[src/rtl/rca_seq_ctrl.sv]
// Multi-precision add/subtract sequencer. It streams WORDS limbs, least-significant
// first, through one shared external 10-bit ripple-carry slice and returns the wide result.
module rca_seq_ctrl #(
    parameter int WORDS = 4,
    parameter int SLICE = 10
) (
    input  logic                   clk,
    input  logic                   reset,
    input  logic                   in_valid,
    output logic                   in_ready,
    input  logic [SLICE*WORDS-1:0] op_a,
    input  logic [SLICE*WORDS-1:0] op_b,
    input  logic                   op_sub,
    input  logic                   op_cin,
    output logic [SLICE-1:0]       add_a,
    output logic [SLICE-1:0]       add_b,
    output logic                   add_cin,
    input  logic [SLICE-1:0]       add_sum,
    input  logic                   add_cout,
    output logic                   out_valid,
    input  logic                   out_ready,
    output logic [SLICE*WORDS-1:0] sum,
    output logic                   cout,
    output logic                   ovf,
    output logic                   busy
);

    localparam int W     = SLICE * WORDS;
    localparam int IDX_W = (WORDS > 1) ? $clog2(WORDS) : 1;
    localparam logic [IDX_W-1:0] LAST_IDX = IDX_W'(WORDS - 1);

    typedef enum logic [1:0] {
        IDLE,
        RUN,
        DONE
    } state_t;

    state_t           state_q, state_d;
    logic [IDX_W-1:0] idx_q, idx_d;
    logic             carry_q, carry_d;
    logic [W-1:0]     a_q, a_d;
    logic [W-1:0]     b_q, b_d;
    logic [W-1:0]     sum_q, sum_d;
    logic             cout_q, cout_d;
    logic             ovf_q, ovf_d;

    always_comb begin
        state_d   = state_q;
        idx_d     = idx_q;
        carry_d   = carry_q;
        a_d       = a_q;
        b_d       = b_q;
        sum_d     = sum_q;
        cout_d    = cout_q;
        ovf_d     = ovf_q;
        add_a     = '0;
        add_b     = '0;
        add_cin   = 1'b0;
        in_ready  = 1'b0;
        out_valid = 1'b0;
        busy      = 1'b0;

        case (state_q)
            IDLE: begin
                in_ready = 1'b1;
                if (in_valid) begin
                    // Subtract is A + ~B + 1: B is stored inverted and the carry seeds the +1.
                    a_d     = op_a;
                    b_d     = op_sub ? ~op_b : op_b;
                    carry_d = op_sub | op_cin;
                    idx_d   = '0;
                    state_d = RUN;
                end
            end
            RUN: begin
                busy    = 1'b1;
                add_a   = a_q[SLICE*int'(idx_q) +: SLICE];
                add_b   = b_q[SLICE*int'(idx_q) +: SLICE];
                add_cin = carry_q;
                sum_d[SLICE*int'(idx_q) +: SLICE] = add_sum;
                carry_d = add_cout;
                if (idx_q == LAST_IDX) begin
                    // Overflow is judged on the operands the slice actually saw (inverted B on subtract).
                    cout_d  = add_cout;
                    ovf_d   = (a_q[W-1] == b_q[W-1]) & (add_sum[SLICE-1] != a_q[W-1]);
                    state_d = DONE;
                end else begin
                    idx_d = idx_q + IDX_W'(1);
                end
            end
            DONE: begin
                busy      = 1'b1;
                out_valid = 1'b1;
                if (out_ready) begin
                    state_d = IDLE;
                end
            end
            default: state_d = IDLE;
        endcase
    end

    always_ff @(posedge clk) begin
        if (reset) begin
            state_q <= IDLE;
            idx_q   <= '0;
            carry_q <= 1'b0;
            a_q     <= '0;
            b_q     <= '0;
            sum_q   <= '0;
            cout_q  <= 1'b0;
            ovf_q   <= 1'b0;
        end else begin
            state_q <= state_d;
            idx_q   <= idx_d;
            carry_q <= carry_d;
            a_q     <= a_d;
            b_q     <= b_d;
            sum_q   <= sum_d;
            cout_q  <= cout_d;
            ovf_q   <= ovf_d;
        end
    end

    assign sum  = sum_q;
    assign cout = cout_q;
    assign ovf  = ovf_q;

endmodule

[config.mk]
export PLATFORM = sky130hd
export DESIGN_NAME = rca_seq_ctrl
export DESIGN_NICKNAME = d
export VERILOG_FILES = /design/src/rtl/rca_seq_ctrl.sv
export SDC_FILE = /design/constraint.sdc
export NUM_CORES = 1
export LEC_CHECK = 0
export CORE_MARGIN = 10
export CORE_UTILIZATION = 40
export CTS_CLUSTER_DIAMETER = 60
export DETAILED_ROUTE_END_ITERATION = 10
export MAX_ROUTING_LAYER = met4
export PLACE_DENSITY = 0.79
export SETUP_SLACK_MARGIN = 0.05
export SYNTH_ARGS = -nofsm -noshare
export SYNTH_HDL_FRONTEND = slang
export SYNTH_SLANG_ARGS = --single-unit
[constraint.sdc]
create_clock -name clk -period 2.45 [get_ports clk]
set_input_delay 0.3675 -clock clk [delete_from_list [all_inputs] [get_ports clk]]
set_output_delay 0.3675 -clock clk [all_outputs]
set_load 0.05 [all_outputs]
# Word-level counts from Yosys, hierarchy flattened
# Index checks and enable logic that the tools add are counted.
dict set report word_totals {
  output_inout_bits 66
  regBits 127
  word_cells 52
}
dict set report classes {
  bitwise 3
  eq_ne 9
  mul 1
  n_mux 17
  n_addsub 2
  reduce_logical 8
  shifts 4
}
# op n
set op_table {}
lappend op_table {{variable part select 40 x 32 -> 10 bit} 2}
lappend op_table {{bitwise mux 40 bit} 1}
lappend op_table {{2-to-1 mux 40 bit} 1}
lappend op_table {{NOT 40 bit} 1}
lappend op_table {{variable shift 10 x 33 -> 40 bit (first input constant)} 1}
lappend op_table {{variable part select 10 x 33 -> 40 bit} 1}
lappend op_table {{negator 6 -> 33 bit} 1}
lappend op_table {{2-to-1 mux 10 bit} 2}
lappend op_table {{2-to-1 mux 2 bit} 5}
lappend op_table {{!= test 2 bit (second input constant)} 4}
lappend op_table {{case mux 2 bit (3 select lines)} 1}
lappend op_table {{AND reduction 2 bit} 3}
lappend op_table {{AND reduction 3 bit} 2}
lappend op_table {{multiplier 3 x 2 -> 5 bit (first input constant)} 1}
lappend op_table {{2-to-1 mux 1 bit} 5}
lappend op_table {{== test 2 bit (second input constant)} 2}
lappend op_table {{case mux 2 bit (2 select lines)} 1}
lappend op_table {{adder 2 x 1 -> 2 bit (second input constant)} 1}
lappend op_table {{== test 2 x 1 -> 1 bit (second input constant)} 1}
lappend op_table {{zero test 2 bit} 1}
lappend op_table {{case mux 1 bit (2 select lines)} 1}
lappend op_table {{nonzero test 2 bit} 1}
lappend op_table {{OR reduction 2 bit} 1}
lappend op_table {{bitwise AND 1 bit} 1}
lappend op_table {{other kinds (3)} 3}

# Logic depth before layout (Yosys ltp)
dict set report depth {
  word_depth 4
  mapped_depth 10
  ltp_nobuf 6
}

# Worst setup path after synthesis
# Ideal clock, no wire load.
dict set report synth_timing {
  kind {register -> register}
  from {reg idx_q[0]}
  to {reg sum_q[8] (netlist: sum[8])}
  arrival_time_ns 2.122
  stages_incl_launch_ff 11
  period_less_slack_ns 2.187
  slack_ns 0.263
  required_time_ns 2.385
  setup_time_ns 0.065
  cell_sequence {dfxtp_1 buf_6 inv_1 buf_2 ha_1 buf_4 buf_4 or3b_1 nor3_1 a21oi_1 nor2_1}
}
dict set report synth_between {
  elab_chain_cells 4
  word_cells_on_any_way 5
  cone_classes {add/sub: 1; mul: 1; shift: 2; mux: 1}
}
# item line
set synth_rtl {}
lappend synth_rtl {{from (decl)} 39} ;# logic [IDX_W-1:0] idx_q, idx_d;
lappend synth_rtl {{from (signal assigned)} 114} ;# idx_q <= idx_d;
lappend synth_rtl {{multiplier 3 x 2 -> 5 bit *} 80} ;# sum_d[SLICE*int'(idx_q) +: SLICE] = add_sum;
lappend synth_rtl {{negator 6 -> 33 bit *} 80}
lappend synth_rtl {{variable part select 10 x 33 -> 40 bit or variable shift 10 x 33 -> 40 bit (tied branches)} 80}
lappend synth_rtl {{bitwise mux 40 bit *} 80}
lappend synth_rtl {{to (signal assigned)} 118} ;# sum_q <= sum_d;
lappend synth_rtl {{to (decl)} 43} ;# logic [W-1:0] sum_q, sum_d;
# Every way passes the cells marked *; elsewhere a longest branch is shown, timed or not.
# A chain may end at the register's enable or synchronous reset.

# Final worst setup path
dict set report layout_timing {
  from {reg idx_q[0]}
  to {out add_a[5]}
}
dict set report layout_between {
  elab_chain_cells 3
}
# item line
set layout_rtl {}
lappend layout_rtl {{multiplier 3 x 2 -> 5 bit} 77} ;# add_a = a_q[SLICE*int'(idx_q) +: SLICE];
lappend layout_rtl {{variable part select 40 x 32 -> 10 bit} 77}
lappend layout_rtl {{2-to-1 mux 10 bit} 63} ;# case (state_q)
lappend layout_rtl {{to (decl)} 15} ;# output logic [SLICE-1:0] add_a,
# No other way between the ends.

==> metrics.md <==
| Metric | Value |
|---|---|
| Gr usage total | 0.184 |
| Cells along the critical path | buf_12 -> mux4_2 -> and2_1 -> buf_12 |
| Top FF cell, synth | dfxtp_1 |
| N_diodes | 0 |
| Crit path launch type | flip-flop |
| Reg2Reg Setup Slack | about 0.23 ns |
| Total power | 9.31 mW |
| Mapped cell area | around 6200 µm² |
| Initial antenna violation count | 0 |
| First-pass GRT wire length | just over 30 mm |
| Min-Delay Endpoint | sum[9] |
| GRT Residual Overflow | 0 |
| Chip width | roughly 140 µm |
| CTS buffer count | 17 |
| Outcome | complete, no violations |
| Port Buffers | roughly 160 |
| Netlist cell types | 57 |
| FF-to-FF path depth | 7 |
| Initial DRT Pass Iterations | 5 |
| Worst slew pin tran | about 0.65 ns |
| Synth-to-Final Area Change | 42.7% |
| Worst Path Max Fanout | 25 |
| Min-delay src | reset |
| GPL Wtd Cong | around 0.91 |
| Clk sink count | approximately 130 |
| Reg2reg start | idx_q[0] |
| Depth of the CTS H-tree | 4 |
| Final core utilization | 0.584 |
| CP max stage cell | mux4_2 |
| Element type at the critical path end | output pin |
| Worst skew pair latency | approximately 0.43 ns |
| CP Data Arrival Time | just under 2 ns |
| ANT nets after route | 0 |
| Standard-cell rows | 45 |
| Die area | between 20000 and 25000 µm² |
| Vias in the first global route | approximately 5700 |
| Asr flop ratio synth | 0 |
| Cell Area, Placed | between 8000 and 9000 µm² |
| Final Instance Area | 8910 µm² |
| Cell mode on critical path | buf_12 |
| Wire per inst | roughly 18 µm |
| # IOs | between 150 and 200 |
| Max-slew violations | 0 |
| Drt initial violations | ~480 |
| Crit-path max cell delay | between 0.5 and 0.6 ns |
| EDFF count, synth | 0 |
| Post-CTS setup buffers | 0 |
| Fraction of layout cells with a size suffix above 1 | 0.120 |
| Synth top area cells | dfxtp_1 (41%), mux4_2 (7.2%), nand2_1 (6.6%) |
| Post-synth top area share | 0.407 |
| Post-DR vias/cell | between 5 and 6 |
| Synth Register Bits | roughly 130 |
| Max Fclk | 425 MHz |
| Critical path class | flip-flop to output pin |
| Nets@finish | 960 |
| Required @ worst endpoint | 2.08 ns |
| Count of final setup violators | 0 |
| Final wirelength | about 19 mm |
| DRC viols | 0 |
| Die Y | ~140 µm |
| Buf+Inv Stages, Crit Path | 2 |
| DPL Wire Length | 14.0 mm |
| Leak | around 3.2 nW |
| Minimum clock period | around 2.4 ns |
| PwrDens | 1040 nW/µm² |
| RSZ-0062 raised after global routing | true |
| Min-Delay Path Class | input port to flip-flop |
| CP top delay family | multiplexers |
| Setup_tns | 0 ns |
| CTS clk-pin slew, worst paths | approximately 0.060 ns |
| Synth Instances | about 710 |
| Yosys top cell by area | dfxtp_1 |
| Root buffer cell | clkbuf_16 |
| Relative slew slack | 0.565 |
| Seq/Total Area, Yosys | 0.407 |
| FF-to-FF End | sum[18] |
| Largest net degree at the start of global routing | 50 |
| Synth Warn # | 0 |
| Hold Fails Final Rpt | 0 |
| # placed instances | between 1000 and 1500 |
| VDD IR max | around 0.61 mV |
| TritonCTS clock tree | yes |
| Core ar. | about 15000 µm² |
| Layout Cells excl Fill | 1076 |
| Max_cap viols | 0 |
| Fill count | around 1300 |
| Max clock buf depth | 2 |
| WHS Path Cells | 2 |
| Period utilisation layout | 0.961 |
| Avg Cell Area, Syn | just under 9 µm² |
| Vias | about 5700 |
| Setup Skew | approximately 0.012 ns |
| Syn_nets | ~800 |
| Starting density of the core | 0.409 |
==> what timing repair did <==
item                                    in CTS  in global routing
resized for setup                            2                  1
endpoints found under the setup margin      22                 19
hold buffers                                 0                  0
cloned                                       0                  1
==> worst reg2reg max path, cell delays in order (launching register included) <==
cell,delay (ns)
dfxtp_2,0.40
inv_1,0.11
buf_4,0.21
ha_1,0.39
nand2b_1,0.25
nor4_1,0.50
a22oi_1,0.13
a21oi_1,0.16
==> synthesized netlist by cell type (all sizes together) (11+ instances only) <==
cell type,number
mux4,20
xnor2,40
and2,22
a21oi,62
nand3b,12
dfxtp,127
nand2,111
o21ai,18
clkbuf,24
a211oi,44
ha,11
buf,34
nor3,12
mux2i,17
nor2,71
==> how the worst max path moves through the flow <==
stage,depth (start not counted),from,slack [ns],end
6_report,4,idx_q[0],0.1,add_a[5]
5_1_grt,4,idx_q[0],0.03,add_a[4]
4_1_cts,4,idx_q[0],0.05,add_a[5]
3_5_place_dp,6,idx_q[0],0.34,sum[14]
3_3_place_gp,7,idx_q[0],0.40,sum[18]
2_1_floorplan,10,idx_q[0],0.26,sum[8]
==> state kept, by name (all words and copies together), names as in the netlist <==
register,cells
state_q,2
ovf,1
cout,1
carry_q,1
sum,40
b_q,40
a_q,40
idx_q,2
==> power by group <==
| group | internal (mW) | leakage, nW | switching (mW) | total [mW] |
|---|---|---|---|---|
| Sequential | 2.44 | 1.04 | 0.224 | 2.67 |
| Clock | 1.65 | 0.297 | 0.893 | 2.55 |
| Combinational | 1.72 | 1.86 | 2.37 | 4.09 |
==> cells by family (layout without fill, tap and decap cells) <==
| group | Yosys count | after routing | share of synthesized area |
|---|---|---|---|
| simple gates | 258 | 258 | 0.193 |
| buf+inv | 67 | 225 | 0.0493 |
| xor+xnor | 40 | 40 | 0.0561 |
| mux | 38 | 38 | 0.101 |
| flops | 127 | 127 | 0.407 |
| fa+ha+maj | 11 | 11 | 0.0220 |
| compound gates | 166 | 166 | 0.172 |
==> through the flow <==
step / hold slack, ns / setup slack, ns
4_1_cts: 0.317 / 0.0501
2_1_floorplan: 0.433 / 0.263
3_5_place_dp: 0.446 / 0.344
6_report: 0.338 / 0.0955
5_1_grt: 0.356 / 0.0323
3_3_place_gp: 0.438 / 0.396
==> layer usage <==
| layer | track usage | vias to the layer above | share of wire |
|---|---|---|---|
| met3 | 0.0615 | 35 | 0.077 |
| met5 | - | - | 0 |
| met4 | 0.0684 | 0 | 0.023 |
| li1 | - | 2776 | - |
| met1 | 0.213 | 2703 | 0.42 |
| met2 | 0.292 | 218 | 0.48 |
==> cells in the final DEF (no fill, tap or decap), types with 2 or more instances in the layout <==
| master | count |
|---|---|
| mux2i_1 | 17 |
| nand2b_1 | 7 |
| clkinv_2 | 3 |
| dfxtp_1 | 126 |
| o22ai_1 | 4 |
| and2_1 | 21 |
| or2_2 | 2 |
| buf_4 | 17 |
| clkbuf_16 | 18 |
| o211ai_1 | 4 |
| buf_12 | 26 |
| ha_1 | 10 |
| xnor2_1 | 40 |
| clkbuf_1 | 4 |
| nand2_1 | 110 |
| o221ai_1 | 2 |
| bufinv_16 | 2 |
| a221oi_1 | 5 |
| a22o_1 | 6 |
| nand3_1 | 2 |
| inv_1 | 9 |
| clkdlybuf4s50_1 | 137 |
| nor3_1 | 11 |
| mux4_2 | 20 |
| o21ai_0 | 15 |
| a21oi_1 | 61 |
| or3b_1 | 3 |
| nor2_1 | 71 |
| a211oi_1 | 44 |
| o21ai_1 | 3 |
| clkbuf_8 | 6 |
| nand4bb_1 | 2 |
| a22oi_1 | 9 |
| or3_1 | 2 |
| nor2b_1 | 4 |
| nand3b_1 | 12 |
==> final cells by class <==
class                   instances  area (µm²)  share of cell area
inverters                       9        33.8             0.00379
repair buffers                184        2070               0.232
clock inverters                 5        75.1             0.00842
flip-flops and latches        127        2540               0.285
clock buffers                  27         523              0.0587
well taps                     211         264              0.0296
multi-input cells             513        3400               0.382
Power figures use the tool's default switching activity.
